<file path="config.mk">
export PLATFORM = sky130hd
export DESIGN_NAME = pu_requant_drain
export DESIGN_NICKNAME = d
export VERILOG_FILES = /design/src/rtl/pu_pkg.sv /design/src/rtl/pu_requant.sv /design/src/rtl/pu_requant_drain.sv
export SDC_FILE = /design/constraint.sdc
export NUM_CORES = 1
export LEC_CHECK = 0
export CAP_MARGIN = 20
export CORE_UTILIZATION = 55
export DETAILED_ROUTE_END_ITERATION = 10
export DONT_BUFFER_PORTS = 1
export PLACE_DENSITY_LB_ADDON = 0.1
export SYNTH_ARGS = -nofsm -noshare
export SYNTH_HDL_FRONTEND = slang
export SYNTH_HIERARCHICAL = 1
export SYNTH_SLANG_ARGS = --single-unit
</file>
<file path="constraint.sdc">
create_clock -name clk_i -period 7.3 [get_ports clk_i]
set_input_delay 2.19 -clock clk_i [delete_from_list [all_inputs] [get_ports clk_i]]
set_output_delay 2.19 -clock clk_i [all_outputs]
set_load 0.02 [all_outputs]
</file>
<file path="src/rtl/pu_pkg.sv">
// Shared constants and types for the PU requantize/drain stage.
package pu_pkg;

    localparam int unsigned ACC_WIDTH   = 32;
    localparam int unsigned MAC_NUM     = 8;
    localparam int unsigned OUT_WIDTH   = 8;
    localparam int unsigned SHIFT_WIDTH = 5;

    // Drain sequencer states
    typedef enum logic [1:0] {
        ST_IDLE  = 2'd0,
        ST_LOAD  = 2'd1,
        ST_DRAIN = 2'd2
    } drain_state_t;

    // One lane widened by a bit so the rounding add can never overflow
    typedef logic signed [ACC_WIDTH:0] requant_lane_t;

endpackage : pu_pkg

</file>
<file path="src/rtl/pu_requant.sv">
// Single-lane requantizer: rounding arithmetic right shift, optional ReLU,
// saturation to a signed OUT_WIDTH result. Purely combinational.
module pu_requant
    import pu_pkg::*;
#(
    parameter int unsigned ACC_WIDTH   = pu_pkg::ACC_WIDTH,
    parameter int unsigned OUT_WIDTH   = pu_pkg::OUT_WIDTH,
    parameter int unsigned SHIFT_WIDTH = pu_pkg::SHIFT_WIDTH
) (
    input  logic signed [ACC_WIDTH-1:0]   acc_i,
    input  logic        [SHIFT_WIDTH-1:0] shift_i,
    input  logic                          relu_en_i,
    output logic signed [OUT_WIDTH-1:0]   q_o
);

    typedef logic signed [ACC_WIDTH:0] lane_ext_t;

    localparam lane_ext_t SAT_MAX = {{(ACC_WIDTH + 2 - OUT_WIDTH){1'b0}}, {(OUT_WIDTH - 1){1'b1}}};
    localparam lane_ext_t SAT_MIN = {{(ACC_WIDTH + 2 - OUT_WIDTH){1'b1}}, {(OUT_WIDTH - 1){1'b0}}};

    lane_ext_t ext;
    lane_ext_t rnd;
    lane_ext_t sum;
    lane_ext_t shr;
    lane_ext_t rel;

    // Round half up, shift, clamp negatives when ReLU is on, then saturate
    always_comb begin
        ext = {acc_i[ACC_WIDTH-1], acc_i};
        rnd = '0;
        if (shift_i != '0) begin
            rnd = lane_ext_t'(1) << (shift_i - 1'b1);
        end
        sum = ext + rnd;
        shr = sum >>> shift_i;
        rel = shr;
        if (relu_en_i && shr[ACC_WIDTH]) begin
            rel = '0;
        end
        if (rel > SAT_MAX) begin
            q_o = SAT_MAX[OUT_WIDTH-1:0];
        end else if (rel < SAT_MIN) begin
            q_o = SAT_MIN[OUT_WIDTH-1:0];
        end else begin
            q_o = rel[OUT_WIDTH-1:0];
        end
    end

endmodule : pu_requant

</file>
<file path="src/rtl/pu_requant_drain.sv">
// Snapshots the PU accumulator vector on capture, requantizes lane by lane
// and streams the results out over a valid/ready interface.
module pu_requant_drain
    import pu_pkg::*;
#(
    parameter int unsigned ACC_WIDTH   = pu_pkg::ACC_WIDTH,
    parameter int unsigned MAC_NUM     = pu_pkg::MAC_NUM,
    parameter int unsigned OUT_WIDTH   = pu_pkg::OUT_WIDTH,
    parameter int unsigned SHIFT_WIDTH = pu_pkg::SHIFT_WIDTH,
    localparam int unsigned IDX_W      = $clog2(MAC_NUM)
) (
    input  logic                           clk_i,
    input  logic                           rstn_i,
    input  logic                           capture_i,
    input  logic [ACC_WIDTH*MAC_NUM-1:0]   matmul_i,
    input  logic [SHIFT_WIDTH-1:0]         shift_i,
    input  logic                           relu_en_i,
    output logic                           ready_o,
    output logic [OUT_WIDTH-1:0]           dout_o,
    output logic [IDX_W-1:0]               dout_idx_o,
    output logic                           dout_valid_o,
    input  logic                           dout_ready_i,
    output logic                           dout_last_o,
    output logic                           overflow_o,
    input  logic                           ovf_clr_i
);

    localparam logic [IDX_W-1:0] LAST_IDX = IDX_W'(MAC_NUM - 1);

    drain_state_t                   state_q;
    logic [ACC_WIDTH*MAC_NUM-1:0]   snap_q;
    logic [SHIFT_WIDTH-1:0]         shift_q;
    logic                           relu_q;
    logic                           ready_q;
    logic                           valid_q;
    logic [OUT_WIDTH-1:0]           dout_q;
    logic [IDX_W-1:0]               idx_q;
    logic                           last_q;
    logic                           ovf_q;

    logic [IDX_W-1:0]               sel_idx;
    logic signed [ACC_WIDTH-1:0]    lane_acc;
    logic signed [OUT_WIDTH-1:0]    dout_d;
    logic                           handshake;

    assign handshake = valid_q & dout_ready_i;

    // Lane select: lane 0 while loading, otherwise the lane after the one on the output
    always_comb begin
        sel_idx  = (state_q == ST_LOAD) ? '0 : idx_q + 1'b1;
        lane_acc = snap_q[ACC_WIDTH*int'(sel_idx) +: ACC_WIDTH];
    end

    pu_requant #(
        .ACC_WIDTH   (ACC_WIDTH),
        .OUT_WIDTH   (OUT_WIDTH),
        .SHIFT_WIDTH (SHIFT_WIDTH)
    ) u_requant (
        .acc_i     (lane_acc),
        .shift_i   (shift_q),
        .relu_en_i (relu_q),
        .q_o       (dout_d)
    );

    // Drain sequencer with registered outputs and sticky overflow flag
    always_ff @(posedge clk_i) begin
        if (!rstn_i) begin
            state_q <= ST_IDLE;
            snap_q  <= '0;
            shift_q <= '0;
            relu_q  <= 1'b0;
            ready_q <= 1'b1;
            valid_q <= 1'b0;
            dout_q  <= '0;
            idx_q   <= '0;
            last_q  <= 1'b0;
            ovf_q   <= 1'b0;
        end else begin
            if (capture_i && !ready_q) begin
                ovf_q <= 1'b1;
            end else if (ovf_clr_i) begin
                ovf_q <= 1'b0;
            end

            case (state_q)
                ST_IDLE: begin
                    if (capture_i) begin
                        snap_q  <= matmul_i;
                        shift_q <= shift_i;
                        relu_q  <= relu_en_i;
                        ready_q <= 1'b0;
                        state_q <= ST_LOAD;
                    end
                end
                ST_LOAD: begin
                    dout_q  <= dout_d;
                    idx_q   <= '0;
                    last_q  <= (LAST_IDX == '0);
                    valid_q <= 1'b1;
                    state_q <= ST_DRAIN;
                end
                ST_DRAIN: begin
                    if (handshake) begin
                        if (idx_q == LAST_IDX) begin
                            valid_q <= 1'b0;
                            last_q  <= 1'b0;
                            ready_q <= 1'b1;
                            state_q <= ST_IDLE;
                        end else begin
                            dout_q <= dout_d;
                            idx_q  <= idx_q + 1'b1;
                            last_q <= ((idx_q + 1'b1) == LAST_IDX);
                        end
                    end
                end
                default: begin
                    state_q <= ST_IDLE;
                    ready_q <= 1'b1;
                    valid_q <= 1'b0;
                    last_q  <= 1'b0;
                end
            endcase
        end
    end

    assign ready_o      = ready_q;
    assign dout_o       = dout_q;
    assign dout_idx_o   = idx_q;
    assign dout_valid_o = valid_q;
    assign dout_last_o  = last_q;
    assign overflow_o   = ovf_q;

endmodule : pu_requant_drain

</file>
# After elaboration in Yosys (flattened, before gate mapping)
# Cells that the tools add are included.
# classes
mux,27
order_cmp,2
reduce_logical,13
bitwise_logic,3
mul,0
shifts,3
eq_ne,8
add_sub_neg,3
div,0
# op_table
cell,count
$shiftx A256 B9 Y32,1
$mux W33,2
$add A32 B33 Y33,1
$gt A33 B8 Y1 const B,1
$lt A33 B8 Y1 const B,1
$shl A1 B5 Y33 const A,1
$sshr A33 B5 Y33,1
$mux W8,4
$pmux W8 S2,1
$mux W1,9
$mux W3,3
$reduce_and A3 Y1,3
$ne A2 B2 Y1 const B,4
$eq A3 B3 Y1 const B,2
$mux W2,3
$pmux W1 S3,2
$pmux W2 S3,1
$pmux W3 S2,1
$reduce_bool A5 Y1,1
$sub A5 B1 Y5 const B,1
$reduce_and A2 Y1,2
$reduce_and A4 Y1,1
$reduce_bool A2 Y1,2
$add A3 B1 Y3 const B,1
8 further kinds,10
# word_totals
latchBits,0
ram_bits,0
out_inout_bits,15
n_memories,0
rom_bits,0
in_bits,267
ff_bits,279

# Depth between registers and ports, before layout
# Gate-level depths: netlist of run 1.
# logic_depth
ltp_word,13
ltp_mapped,28
depth_no_buf,23

# Cells and area by module
# The synthesis of run 1 kept the hierarchy.
# by_module_without_submodules
module,seq_area_each_um2,instances,cells_each,area_each_um2
pu_requant_drain,5585.4,1,1601,13025.0
pu_requant,0.0,1,809,5247.5

# Worst setup path after synthesis of run 1
# Ideal clock, no wire load.
# synth_path
kind,register to register
start,register idx_q[0] (netlist: dout_idx_o[0])
end,register dout_q[2] (netlist: dout_o[2])
period_less_slack_ps,5860
stages_incl_launch_ff,28
path_buffers,5
t_arrival_ps,5740
slack_ps,1440
setup_ps,120
path_cell_list,dfxtp_1 -> buf_2 -> buf_1 -> inv_1 -> ha_1 -> buf_2 -> clkbuf_1 -> nand3_1 -> o2111ai_1 -> o32a_1 -> ha_1 -> inv_1 -> fa_1 -> nand2b_1 -> a21o_1 -> a31o_2 -> o31ai_2 -> o21ai_2 -> mux2i_1 -> or4_4 -> buf_6 -> mux4_2 -> nand3b_4 -> o41ai_2 -> a41o_2 -> o21ai_1 -> nand2_1 -> mux2i_1
# synth_between
elab_chain_cells,13
# synth_rtl
item,line_no,source
start: declaration,pu_requant_drain.sv:37,logic [IDX_W-1:0] idx_q;
start signal: assignment,pu_requant_drain.sv:111,idx_q <= idx_q + 1'b1;
$add A3 B1 Y3 *,pu_requant_drain.sv:50,sel_idx = (state_q == ST_LOAD) ? '0 : idx_q + 1'b1;
$mux W3 *,pu_requant_drain.sv:50,
$shiftx A256 B9 Y32 *,pu_requant_drain.sv:51,lane_acc = snap_q[ACC_WIDTH*int'(sel_idx) +: ACC_WIDTH];
net lane_acc[0],pu_requant_drain.sv:42,logic signed [ACC_WIDTH-1:0] lane_acc;
$add A32 B33 Y33 *,pu_requant.sv:34,sum = ext + rnd;
$sshr A33 B5 Y33 *,pu_requant.sv:35,shr = sum >>> shift_i;
$logic_and A1 B1 Y1,pu_requant.sv:37,if (relu_en_i && shr[ACC_WIDTH]) begin
$mux W33 *,pu_requant.sv:37,
$lt A33 B8 Y1,pu_requant.sv:42,end else if (rel < SAT_MIN) begin
$mux W8,pu_requant.sv:42,
$mux W8 *,pu_requant.sv:40,if (rel > SAT_MAX) begin
net dout_d[2],pu_requant_drain.sv:43,logic signed [OUT_WIDTH-1:0] dout_d;
$mux W8,pu_requant_drain.sv:104,if (idx_q == LAST_IDX) begin
$mux W8,pu_requant_drain.sv:103,if (handshake) begin
$pmux W8 S2 *,pu_requant_drain.sv:85,case (state_q)
end signal: assignment,pu_requant_drain.sv:96,dout_q <= dout_d;
end signal: assignment,pu_requant_drain.sv:110,dout_q <= dout_d;
end: declaration,pu_requant_drain.sv:36,logic [OUT_WIDTH-1:0] dout_q;
# Mark *: on every way through the listed nets, which the timed path passes. The rest lies on a longest branch. The select of a mux whose other input is x is not followed.
# A chain may end at the register's enable or synchronous reset.

# Worst setup path in the final report of run 1
# layout_path
start,register idx_q[1] (netlist: dout_idx_o[1])
end,register dout_q[5] (netlist: dout_o[5])
# Same word-level chain as after synthesis.

==> impl_metrics.env, run 1 <==
export IMPL_drt_iter0_markers=1904
export IMPL_post_route_period_util_pct=95.01
export IMPL_io_buffers=0
export IMPL_fin_setup_tns_ps=0
export IMPL_finClkSkew_ps=22.32
export IMPL_cts_made_buffers=30
export IMPL_drt_pre_antenna_iters=6
export IMPL_cap_violations=0
export IMPL_antenna_found_initial=1
export IMPL_whs_ps=448.8
export IMPL_worst_slack_ps=364.4
export IMPL_synthArstFlopShare_pct=0
export IMPL_fin_cells=2800
export IMPL_grt_pass1_vias=16830
export IMPL_finalPower_mw=4.057
export IMPL_netlist_area_sq_um=18270
export IMPL_synth_edff_count=0
export IMPL_ys_flop_type="dfxtp_1"
export IMPL_power_switching_share_pct=29.91
export IMPL_grtUsageTotal_pct=37.84
export IMPL_cp_required_ps=7790
export IMPL_yosys_warnings=6
export IMPL_syn_nets=2713
export IMPL_area_growth_pct=8.025
export IMPL_rsz0062_at_grt="no"
export IMPL_min_delay_path_class="reg2reg"
export IMPL_synthCells=2410
export IMPL_setup_viol=0
export IMPL_rows=66
export IMPL_finalCoreUtilization_pct=60.51
export IMPL_holdBufCountCts=0
export IMPL_pre_cts_slack_ps=553.0
export IMPL_gr_total_overflow=0
export IMPL_finalCriticalPeriod_ps=6936
export IMPL_coreArea_sq_um=32620
export IMPL_placed_area_sq_um=18730
export IMPL_num_vias=18150
export IMPL_place_inst=2744
export IMPL_clockBufferDepth=3
export IMPL_die_area_sq_um=33960
export IMPL_drcViolationCount=0
export IMPL_grt_max_degree=291
export IMPL_slew_viol_final=0
export IMPL_synth_cell_types=105
export IMPL_max_slew_margin_rel_pct=36.08
export IMPL_layout_nets=2637
export IMPL_avgRoutedWirePerCell_um=23.47
export IMPL_tightestPinTransition_ps=958.8
export IMPL_multi_input_area_sq_um=11680
export IMPL_comb_power_share_pct=20.0
export IMPL_sequential_cell_area_sq_um=5589
export IMPL_peakVddDrop_uv=190.3
export IMPL_vias_per_cell=6.482
export IMPL_place_congestion=1.065
export IMPL_cts_tree="built"
export IMPL_ios=282
export IMPL_dp_final_hpwl_um=49330
export IMPL_htreeDepth=1
export IMPL_p_seq_share_pct=41.9
export IMPL_cts_root_buf="clkbuf_16"
export IMPL_synth_seq_cells=279
export IMPL_cp_max_fo=17
export IMPL_n_fill_cell=3027
export IMPL_antenna_left=0
export IMPL_start_util_pct=56.02
export IMPL_clock_sinks=279
export IMPL_post_cts_buffers=0
export IMPL_status="complete, no violations"
export IMPL_crit_type="reg2reg"
export IMPL_hold_viol=0
export IMPL_critPathArrivalTime_ps=7430
export IMPL_worstSetupEndpointType="register"
export IMPL_max_freq_mhz=144.2
export IMPL_grt_pass1_wl_um=99040
export IMPL_p_switching_mw=1.213
export IMPL_yosysSeqAreaShare_pct=30.57
export IMPL_pwr_share_clk_pct=38.1
export IMPL_start_kind="register"
export IMPL_layout_drive_gt1_share_pct=8.570
export IMPL_die_h_um=184.3
export IMPL_cts_resized=0
export IMPL_power_leakage_nw=7.246
export IMPL_avgSynthCellArea_sq_um=7.582
export IMPL_p_int_mw=2.844
export IMPL_clk_latency_ps=570
export IMPL_power_density_nw_per_um2=205.6
export IMPL_die_w_um=184.3
export IMPL_wl_um=65730
export IMPL_fin_area_sq_um=19740
export IMPL_path_clk_slew_ps=70
## worst max-delay path, cell delays in order (launching register included)
cell	delay (ps)
dfxtp_1	590
ha_1	240
ha_1	240
inv_1	500
buf_4	310
a21oi_1	80
o32a_1	330
ha_1	460
a21oi_1	450
a2bb2oi_1	520
o22ai_1	210
o32ai_1	450
o31ai_2	200
o21ai_0	250
nand4_1	230
a222oi_1	530
nand2_1	120
nor4_1	340
nand3_1	140
a22o_1	280
o21ai_1	160
nand2_1	70
mux2i_1	140
## cells in the final DEF (no fill, tap or decap), types with 22 or more instances in the layout
master	Yosys	final
o2111ai_1	35	35
dfxtp_1	279	278
nand3b_1	33	33
a21boi_1	182	182
nor2_1	107	107
and3_1	40	40
nand4_1	29	29
o21ai_0	40	40
nand2_1	617	617
a211oi_1	23	23
ha_1	35	34
o211ai_1	22	22
nand3_1	56	56
buf_4	9	101
clkbuf_16	0	31
nor3_1	62	62
inv_1	22	22
a21boi_0	116	116
o32a_1	32	32
a21oi_1	88	88
mux2i_1	94	94
## cell usage after synthesis (all sizes together) (9+ instances only)
| library cell | number | area, sq um |
|---|---|---|
| a211oi | 26 | 217.7 |
| a21boi | 298 | 2237 |
| a21o | 15 | 112.6 |
| a21oi | 93 | 484.2 |
| a31oi | 9 | 77.57 |
| and2 | 10 | 62.56 |
| and3 | 40 | 250.2 |
| buf | 108 | 563.0 |
| clkbuf | 104 | 390.4 |
| dfxtp | 279 | 5585 |
| ha | 35 | 437.9 |
| inv | 23 | 86.33 |
| mux2i | 94 | 940.9 |
| nand2 | 617 | 2316 |
| nand2b | 10 | 62.56 |
| nand3 | 56 | 280.3 |
| nand3b | 34 | 267.8 |
| nand4 | 30 | 193.9 |
| nor2 | 109 | 414.2 |
| nor3 | 63 | 320.3 |
| o2111ai | 35 | 306.5 |
| o211ai | 23 | 177.7 |
| o21a | 12 | 90.09 |
| o21ai | 62 | 325.3 |
| o22ai | 10 | 62.56 |
| o32a | 32 | 320.3 |
| xnor2 | 14 | 137.6 |
## kinds of logic (layout without fill, tap and decap cells)
family                   after synthesis  after routing  synth area share, %
multiplexers                         100            100                5.704
adder cells (fa/ha/maj)               36             36                2.506
XOR/XNOR                              22             22                1.137
buffers and inverters                236            183                5.711
flip-flops                           279            279                30.57
other                                  1              2              0.02052
AO/OA/AOI/OAI                        714            714                29.23
AND/OR/NAND/NOR                     1022           1022                25.13
## final cells by class
class	instances	share of cell area [%]
Multi-Input combinational cell	1895	59.16
Clock buffer	48	4.760
Tap cell	442	2.802
Antenna cell	1	0.01268
Sequential cell	279	28.32
Inverter	24	0.4564
Clock inverter	7	0.3486
Timing Repair Buffer	104	4.146
## state kept, by name, summed over array words and instances (netlist names)
signal / cells
ready_o: 1
shift_q: 5
dout_valid_o: 1
state_q: 2
overflow_o: 1
dout_last_o: 1
snap_q: 256
relu_q: 1
dout_o: 8
dout_idx_o: 3
## power by group through the flow
stage,Clock (mW),Combinational [mW],Sequential [mW]
floorplan,0,0.586,1.70
global placement,0,0.780,1.73
detailed placement,0,0.792,1.73
CTS,1.56,0.796,1.70
global route,1.62,0.875,1.71
finish,1.55,0.812,1.70
## per-layer routing
layer | routed length [um] | track usage (%)
met5 | 0 | 0
met4 | 2322 | 11.93
met1 | 28140 | 50.81
met3 | 6060 | 6.935
met2 | 29210 | 61.20
## worst paths after layout
check | endpoint | slack, ps | depth (start not counted) | startpoint
setup / recovery | dout_o[5] | 360 | 22 | dout_idx_o[1]
hold / removal | snap_q[171] | 450 | 2 | snap_q[171]
setup reg to reg | dout_o[5] | 360 | 22 | dout_idx_o[1]
hold reg to reg | snap_q[171] | 450 | 2 | snap_q[171]
Note: power is estimated with default switching activity, not from simulation.
==> run 2: changes to the inputs <==
==> constraint.sdc (replaced) <==
create_clock -name clk_i -period 7.3 [get_ports clk_i]
set_input_delay 2.19 -clock clk_i [delete_from_list [all_inputs] [get_ports clk_i]]
set_output_delay 2.19 -clock clk_i [all_outputs]
set_load 0.01 [all_outputs]
==> run 2 against run 1 <==
Non-clock buffer count grew 27; clock-buffer cell count shrank 4; global-route usage shrank 0.21 points; first-iteration DRC count grew 4.4%; die area is the same; maximum frequency grew 4.5%; combinational power grew 2%; cell count grew 0.82%; final area grew 0.81%; sequential share of layout area shrank 0.22 points; wire length shrank 0.68%; highest routed layer unchanged.
==> impl_metrics.env, run 2 (synthesis results as in run 1) <==
export IMPL_cts_tree="built"
export IMPL_power_leakage_nw=7.356
export IMPL_drt_pre_antenna_iters=5
export IMPL_diodes=0
export IMPL_peakVddDrop_uv=276.5
export IMPL_gr_total_overflow=0
export IMPL_holdBufCountCts=0
export IMPL_finClkSkew_ps=14.15
export IMPL_coreArea_sq_um=32620
export IMPL_cap_violations=0
export IMPL_cp_required_ps=7780
export IMPL_placed_area_sq_um=18970
export IMPL_die_area_sq_um=33960
export IMPL_clk_latency_ps=550
export IMPL_die_h_um=184.3
export IMPL_avgRoutedWirePerCell_um=23.12
export IMPL_wl_um=65280
export IMPL_io_buffers=0
export IMPL_die_w_um=184.3
export IMPL_grtUsageTotal_pct=37.63
export IMPL_path_clk_slew_ps=70
export IMPL_max_freq_mhz=150.6
export IMPL_drcViolationCount=0
export IMPL_htreeDepth=1
export IMPL_layout_drive_gt1_share_pct=9.618
export IMPL_tightestPinTransition_ps=861.0
export IMPL_dp_final_hpwl_um=49520
export IMPL_area_growth_pct=8.902
export IMPL_setup_viol=0
export IMPL_antenna_left=0
export IMPL_post_route_period_util_pct=90.96
export IMPL_status="complete, no violations"
export IMPL_cts_root_buf="clkbuf_16"
export IMPL_power_density_nw_per_um2=199.0
export IMPL_finalCriticalPeriod_ps=6640
export IMPL_largest_reg_flops=256
export IMPL_clockBufferDepth=3
export IMPL_final_common_cell="nand2_1"
export IMPL_cp_max_fo=33
export IMPL_crit_type="reg2reg"
export IMPL_max_slew_margin_rel_pct=42.60
export IMPL_critPathArrivalTime_ps=7120
export IMPL_cts_resized=0
export IMPL_num_vias=18110
export IMPL_layout_common_cells="nand2_1, dfxtp_1, a21boi_1"
export IMPL_start_util_pct=56.02
export IMPL_start_kind="register"
export IMPL_clock_sinks=279
export IMPL_fin_area_sq_um=19900
export IMPL_cts_made_buffers=29
export IMPL_drt_iter0_markers=1988
export IMPL_hold_viol=0
export IMPL_regMostFlops="snap_q"
export IMPL_layout_nets=2663
export IMPL_grt_pass1_vias=16870
export IMPL_min_delay_path_class="reg2reg"
export IMPL_post_cts_buffers=0
export IMPL_worstSetupEndpointType="register"
export IMPL_fin_setup_tns_ps=0
export IMPL_place_congestion=0.9720
export IMPL_ios=282
export IMPL_antenna_found_initial=1
export IMPL_slew_viol_final=0
export IMPL_rsz0062_at_grt="no"
export IMPL_grt_pass1_wl_um=98410
export IMPL_rows=66
export IMPL_grt_max_degree=291
export IMPL_vias_per_cell=6.416
==> run 2: cell types whose count changed in the layout (fill, tap and decap cells not counted), moves of 2 or more <==
cell	previous run	this run
clkinvlp_4	2	0
buf_4	101	125
buf_12	3	6
clkinv_2	3	6
clkbuf_16	31	29
clkbuf_1	7	5
==> run 2: final cells by class <==
cell class,count,area (sq um)
clock buffer,44,882.1
clock inverter,8,47.55
tap,442,553.0
sequential,279,5590
multi-input combinational,1895,11680
timing repair buffer,131,1059
fill,2928,12720
inverter,24,90.09
==> run 2: report_power, final <==
part | switching (mW) | internal [mW]
registers | 0.0673 | 1.63
clock network | 0.610 | 0.830
logic | 0.510 | 0.317
total | 1.19 | 2.77
==> run 2: worst paths after layout <==
| check | from | end | slack, ps | cells after the start |
|---|---|---|---|---|
| max reg2reg | dout_idx_o[1] | dout_o[5] | 660 | 21 |
| min | snap_q[185] | snap_q[185] | 450 | 2 |
| max | dout_idx_o[1] | dout_o[5] | 660 | 21 |
| min reg2reg | snap_q[185] | snap_q[185] | 450 | 2 |
==> run 2: metal layers <==
| metal | track usage [%] | wire, um | up-vias |
|---|---|---|---|
| met5 | 0 | 0 | - |
| met4 | 11.53 | 2129 | 0 |
| met3 | 5.829 | 5395 | 107 |
| met2 | 60.92 | 29090 | 821 |
| met1 | 51.25 | 28670 | 8666 |
| li1 | - | - | 8519 |
==> run 2: metrics by stage <==
| step | std cells | util, % | setup slack [ps] | hold slack (ps) | power, mW |
|---|---|---|---|---|---|
| 6_report | 2823 | 61.00 | 660.2 | 449.4 | 3.959 |
| 5_1_grt | 2823 | 61.00 | 365.6 | 463.6 | 4.114 |
| 4_1_cts | 2823 | 61.00 | 827.7 | 449.6 | 3.954 |
| 3_5_place_dp | 2771 | 58.16 | 861.4 | 440.9 | 2.532 |
| 3_3_place_gp | 2771 | 58.16 | 997.6 | 439.4 | 2.520 |
| 2_1_floorplan | 2410 | - | 1529 | 430.6 | 2.286 |
==> run 2: worst max-delay path: stages (launching register included) <==
cell and delay, ps:
dfxtp_1 410, ha_4 540, buf_4 380, o2111ai_1 420, o32a_1 380, ha_1 490
nand4_1 380, a211oi_4 490, and2_1 280, o21ai_1 130, a22o_1 290, xnor2_2 310
o22ai_1 220, buf_4 190, a311o_1 310, nor4_2 290, and4_1 240, nand4_1 90
a22o_1 310, o21ai_1 160, nand2_1 80, mux2i_1 130
